<file path="src/rtl/alu_issue_ctrl.sv">
// Operand-fetch / issue / writeback controller around the ALU with an 8-entry register file.
// One instruction in flight at a time: IDLE -> READ -> EXEC -> WB, one instruction per 4 cycles.
module alu_issue_ctrl #(
  parameter int WIDTH = 32
) (
  input  logic             clk,
  input  logic             rst,
  input  logic             instr_valid,
  input  logic [15:0]      instr,
  output logic             instr_ready,
  input  logic             wr_en,
  input  logic [2:0]       wr_addr,
  input  logic [WIDTH-1:0] wr_data,
  input  logic [2:0]       rd_addr,
  output logic [WIDTH-1:0] rd_data,
  output logic [WIDTH-1:0] alu_a,
  output logic [WIDTH-1:0] alu_b,
  output logic [2:0]       alu_select,
  input  logic [WIDTH-1:0] alu_result,
  input  logic             alu_c_out,
  output logic             done,
  output logic             err,
  output logic             carry_flag,
  output logic             zero_flag
);

  typedef enum logic [1:0] {IDLE, READ, EXEC, WB} state_t;

  localparam logic [2:0] OP_ADD = 3'd5;

  state_t           state, state_nxt;
  logic [2:0]       op_p0, rd_p0, rs1_p0, rs2_p0;
  logic [WIDTH-1:0] a_p1, b_p1;
  logic [2:0]       sel_p1;
  logic [WIDTH-1:0] res_p2;
  logic             c_p2;
  logic [WIDTH-1:0] regfile [8];
  logic             accept;
  logic             instr_unused;

  function automatic logic is_illegal(input logic [2:0] op);
    return op == 3'd7;
  endfunction

  assign instr_ready  = (state == IDLE);
  assign accept       = instr_valid & instr_ready;
  assign instr_unused = ^instr[3:0];
  assign rd_data      = regfile[rd_addr];
  assign alu_a        = a_p1;
  assign alu_b        = b_p1;
  assign alu_select   = sel_p1;
  assign done         = (state == WB);
  assign err          = done & is_illegal(op_p0);

  always_comb begin
    state_nxt = state;
    case (state)
      IDLE:    if (accept) state_nxt = READ;
      READ:    state_nxt = EXEC;
      EXEC:    state_nxt = WB;
      WB:      state_nxt = IDLE;
      default: state_nxt = IDLE;
    endcase
  end

  always_ff @(posedge clk) begin
    if (rst) begin
      state      <= IDLE;
      op_p0      <= '0;
      rd_p0      <= '0;
      rs1_p0     <= '0;
      rs2_p0     <= '0;
      a_p1       <= '0;
      b_p1       <= '0;
      sel_p1     <= '0;
      res_p2     <= '0;
      c_p2       <= 1'b0;
      carry_flag <= 1'b0;
      zero_flag  <= 1'b0;
      for (int i = 0; i < 8; i++) regfile[i] <= '0;
    end else begin
      state <= state_nxt;
      // p0: decode fields captured on the accept edge
      if (accept) {op_p0, rd_p0, rs1_p0, rs2_p0} <= instr[15:4];
      // Host writes only land in IDLE, so READ after a same-cycle handshake sees them
      if (state == IDLE && wr_en) regfile[wr_addr] <= wr_data;
      // p1: operands and select held stable to the ALU through EXEC and beyond
      if (state == READ) begin
        a_p1   <= regfile[rs1_p0];
        b_p1   <= regfile[rs2_p0];
        sel_p1 <= op_p0;
      end
      // p2: ALU outputs captured at the end of EXEC
      if (state == EXEC) begin
        res_p2 <= alu_result;
        c_p2   <= alu_c_out;
      end
      if (state == WB && !is_illegal(op_p0)) begin
        regfile[rd_p0] <= res_p2;
        zero_flag      <= (res_p2 == '0);
        if (op_p0 == OP_ADD) carry_flag <= c_p2;
      end
    end
  end

endmodule

</file>
<file path="config.mk">
export PLATFORM = sky130hd
export DESIGN_NAME = alu_issue_ctrl
export DESIGN_NICKNAME = d
export VERILOG_FILES = /design/src/rtl/alu_issue_ctrl.sv
export SDC_FILE = /design/constraint.sdc
export NUM_CORES = 1
export LEC_CHECK = 0
export ABC_AREA = 1
export BUFFER_PORTS_ARGS = -buffer_cell sky130_fd_sc_hd__buf_2
export CORE_MARGIN = 1.5
export CORE_UTILIZATION = 60
export CTS_BUF_LIST = sky130_fd_sc_hd__clkbuf_8
export DETAILED_ROUTE_END_ITERATION = 8
export PLACE_DENSITY = 0.8
export SYNTH_ARGS = -nofsm -noshare
export SYNTH_HDL_FRONTEND = slang
export SYNTH_SLANG_ARGS = --single-unit
</file>
<file path="constraint.sdc">
create_clock -name clk -period 3.05 [get_ports clk]
set_clock_uncertainty 0.1 [all_clocks]
set_input_delay 0.305 -clock clk [delete_from_list [all_inputs] [get_ports clk]]
set_output_delay 0.305 -clock clk [all_outputs]
set_load 0.01 [all_outputs]
</file>
Word level (Yosys, flattened, before mapping)
Memories as Yosys holds them, arrays and structs flattened. A register that Yosys moved wholly into a read port is not among the register bits. Index checks and enable logic that the tools add are counted.

Equal/unequal tests: 6. Muxes and demuxes: 16. Bitwise logic cells: 2. Reduce and logical (&&, ||, !) cells: 8.

Operators with widths (number): $mux 32 (2); $reduce_or 32->1 (2); $logic_not 32->1 (1); $mux 1 (10); $pmux 2 s4 (1); $eq 3x3->1 const B (2); $mux 3 (2); $eq 2x2->1 const B (2); $and 1x1->1 (2); $eq 2x1->1 const B (1); $logic_and 1x1->1 (2); $logic_not 2->1 (1); $mux 2 (1); $ne 2x1->1 const B (1); $reduce_and 2->1 (1); $logic_not 1->1 (1).

Register bits after elaboration: 52. RAM bits: 256. Bits of input ports: 91. Output and inout port bits: 104. Word-level logic and storage cells: 43. Memories kept: 1.

Memory list: regfile (words 8, bits a word 32, rd ports 3, clocked after Yosys merged registers in 2, wr ports 8, RTL line 37) `logic [WIDTH-1:0] regfile [8];`.

Longest topological paths before layout
Word-level depth: 8. Gate-level depth with buffers: 9. Depth with buffers taken out: 8.

Worst setup path before layout
OpenSTA, ideal clock, no wires.

Path type: flip-flop to flip-flop. From: register state[0]. To: memory regfile[1][0] (enable). Setup time: 0.389 ns. Arrival: 2.232 ns. Data required time: 2.561 ns. Setup slack: 0.328 ns. Stages on the path, launching flop included: 10. Path buffers: 2. Period minus slack after synthesis: 2.722 ns. Cell sequence: dfxtp_1 -> ha_1 -> nand3_2 -> buf_6 -> nand2_2 -> nand2_2 -> nor2_4 -> nand2_4 -> buf_6 -> nand2_1.

RTL lines: from (decl) (RTL line 31) `state_t state, state_nxt;`; from (signal assigned) (RTL line 82) `state <= state_nxt;`; to (decl) (RTL line 37).

Worst setup path after layout
From: register state[0]. To: register res_p2[4].

Cells in the longest elaborated chain, start to end: 1.

RTL lines: $eq 2x2->1 (RTL line 94) `if (state == EXEC) begin`; to (signal assigned) (RTL line 95) `res_p2 <= alu_result;`; to (decl) (RTL line 35) `logic [WIDTH-1:0] res_p2;`.

No other way between the ends. A chain may end at the register's enable or synchronous reset.

==> summary.txt <==
Run status
  – Outcome: completed

Global routing
  – Vias in the first global route: 19600
  – Largest net degree at the start of global routing: 103
  – GRT Util Overall: 0.372
  – Global route total overflow: 0
  – Initial antenna violation count: 0
  – First-pass GRT wire length: roughly 100 mm

STA
  – Slack of the critical path: roughly 0.28 ns
  – Fin crit period: about 2.8 ns
  – Worst slew margin: 0.341
  – RSZ-0062 raised after global routing: false
  – FMAX: ~360 MHz
  – Endpoints failing hold: 0
  – Setup_tns: 0 ns
  – Final Slew Violations: 0
  – Crit share post-route: 0.908
  – Setup Viol. Count Final: 0
  – Slew @ Worst Pin: slightly below 1 ns

Drt
  – DRT Pass-1 Iters: 8
  – Initial DRC Count: 3074
  – DR WL/cell: approximately 21 um
  – Via density: roughly 6.3
  – WL final: about 67 mm
  – DRT antenna net count: 0
  – Via count: roughly 20000
  – DR DRC count: 0

Placed design
  – HPWL after detailed placement: between 30 and 40 mm
  – DP Worst Slack: ~0.42 ns
  – # port buffers: 190
  – GPL Wtd Cong: 0.875

Die
  – Die area: approximately 36000 um^2
  – Std cell rows: 67
  – Chip height: 189 um
  – Core Area: between 30000 and 40000 um^2
  – Die Width: 189 um
  – Initial Util: 0.615
  – Ports: approximately 200

Clock network
  – CTS clk-pin slew, worst paths: around 0.07 ns
  – Post-CTS setup buffers: 0
  – Worst skew pair latency: between 0.6 and 0.7 ns
  – CTS buffer count: 61
  – Root Driver: clkbuf_8
  – Max H-tree Level: 2
  – CTS tree: yes
  – Sink Count: between 300 and 400
  – Longest Clk Path Bufs: 3

Yosys
  – Post-synth top area cell: edfxtp_1
  – Top cell type's share of synthesized area: 0.370
  – Yosys reg bits: 372
  – Synth warn: 0
  – Synthesized Nets: between 2000 and 3000
  – Asr flop ratio synth: 0
  – Synth Area in Simple Gates: 0.217
  – Post-synthesis compound-gate area fraction: 0.217
  – Synth Flop Type: edfxtp_1
  – Adder-cell share of the synthesized area: 0.00301
  – Largest family of logic cells by synthesized area: simple AND/OR/NAND/NOR gates
  – Cell Area, Synth: 20800 um^2
  – Top post-synthesis cells by area: edfxtp_1 37%, dfxtp_1 11%, o211ai_1 9.3%, nand2_1 8.0%, o21ai_0 6.9%
  – Post-synth cell types: 30
  – Register area share after synthesis: 0.482
  – Mux contribution to synthesized area: 0
  – Post-Synthesis Cells: 2527
  – Post-synth EDFFs: 256
  – Mapped Avg Cell Area: 8.22 um^2
  – Xor/xnor cell area share of the yosys netlist: 0

Cells and area
  – Syn-to-layout area delta: 13.9%
  – ANT cells: 0
  – Fin nets: roughly 2800
  – Share of cells above drive strength 1: 0.186

Power and ir drop
  – P_leak: between 9 and 10 nW
  – Power per cell area: 727 nW/um^2
  – Worst IR Drop VDD: ~0.59 mV

Worst setup path
  – Req. time, crit path: about 3.5 ns
  – CP endpoint kind: register
  – Crit-path max FO: 27
  – Critical path class: register to register
  – Worst EP arrival: between 3 and 4 ns
  – Startpoint class of the critical path: register

Worst hold path
  – Hold WC Path Type: primary input to register

Flow run
  – Max_cap viols: 0
-- worst paths after layout --
kind	start	slack, ns	end	depth (start not counted)
min reg2reg	res_p2[25]	0.38	res_p2[25]	2
min	wr_data[8]	0.02	regfile[1][8]	3
max	state[0]	0.28	res_p2[4]	6
max reg2reg	state[0]	0.28	res_p2[4]	6
-- critical path, stage by stage, from the launching register on --
cell and delay [ns]:
dfxtp_1 0.36, inv_1 0.13, ha_1 0.79, inv_1 0.61
buf_4 0.37, nor2_1 0.17, nor2_1 0.09
-- metrics by stage --
step	util	total power, W	instance area (um^2)	instances	hold slack [ns]
3_3_place_gp	0.648	0.0125	21900	3017	0.330
3_5_place_dp	0.648	0.0128	21900	3017	0.339
4_1_cts	0.700	0.0170	23700	3190	0.00504
2_1_floorplan	-	0.0108	20800	2527	0.277
6_report	0.700	0.0172	23700	3190	0.0234
5_1_grt	0.700	0.0180	23700	3190	0.0436
-- kinds of logic after synthesis --
group | Yosys count
AOI/OAI and AO/OA | 746
adders and majority gates | 5
buffers and inverters | 375
DFF | 372
and+or+nand+nor | 1029
-- final cells by class --
type / count / area [um^2]
multi-input combinational: 1780 / 9090
fill: 2529 / 10100
clock inverter: 48 / 250
sequential: 372 / 10000
timing repair buffer: 316 / 2210
tap: 448 / 561
inverter: 159 / 598
clock buffer: 67 / 922
-- what timing repair did --
action | in CTS | in global routing
endpoints found under the hold margin | 104 | 0
gates resized for setup | 0 | 0
hold buffers | 58 | 0
-- layout by cell type, fill, tap and decap left out, drive strengths merged --
cell and n:
o211ai 256, ha 5, nand2 460, a21oi 150
nand3 135, nand4 4, edfxtp 256, bufinv 2
clkinvlp 2, dfxtp 116, clkbuf 67, nor3 1
a211oi 1, buf 258, or2 24, o21ai 339
nor2 405, inv 188, clkinv 15, dlygate4sd3 58
-- where the power goes --
part           switching (W)  leakage, nW  internal [W]
combinational        0.00410         5.17       0.00203
sequential          0.000608         3.61       0.00624
clock                0.00205        0.711       0.00218
total                0.00676         9.48        0.0104
-- cells in the mapped netlist (2+ instances only) --
library cell and instances:
nor2_4 5, clkbuf_1 111, or2_0 17, buf_6 27, o21ai_0 287, dfxtp_1 116, o21ai_1 22, nor2_2 105
o21ai_2 29, a21oi_1 149, inv_2 3, or2_2 4, nand2_2 3, nand4_1 4, nor2_1 295, or2_1 3
nand2_4 12, nand3_2 2, nand3_1 133, nand2_1 445, o211ai_1 256, inv_1 156, edfxtp_1 256, ha_1 5
buf_2 55, buf_1 23
-- sequential cells by signal (all words and copies together) (netlist names) --
| signal | count |
|---|---|
| rs2_p0 | 3 |
| alu_a | 32 |
| res_p2 | 32 |
| zero_flag | 1 |
| carry_flag | 1 |
| alu_select | 3 |
| alu_b | 32 |
| regfile | 256 |
| rd_p0 | 3 |
| c_p2 | 1 |
| op_p0 | 3 |
| state | 2 |
| rs1_p0 | 3 |
-- routing by layer --
metal / up-vias / share of wire / GRT usage
met3: 254 / 0.14 / 0.0864
met5: - / 0 / 0
met2: 1562 / 0.46 / 0.592
li1: 9035 / - / -
met1: 9261 / 0.36 / 0.481
met4: 0 / 0.041 / 0.176
Note: power is estimated with default switching activity, not from simulation.
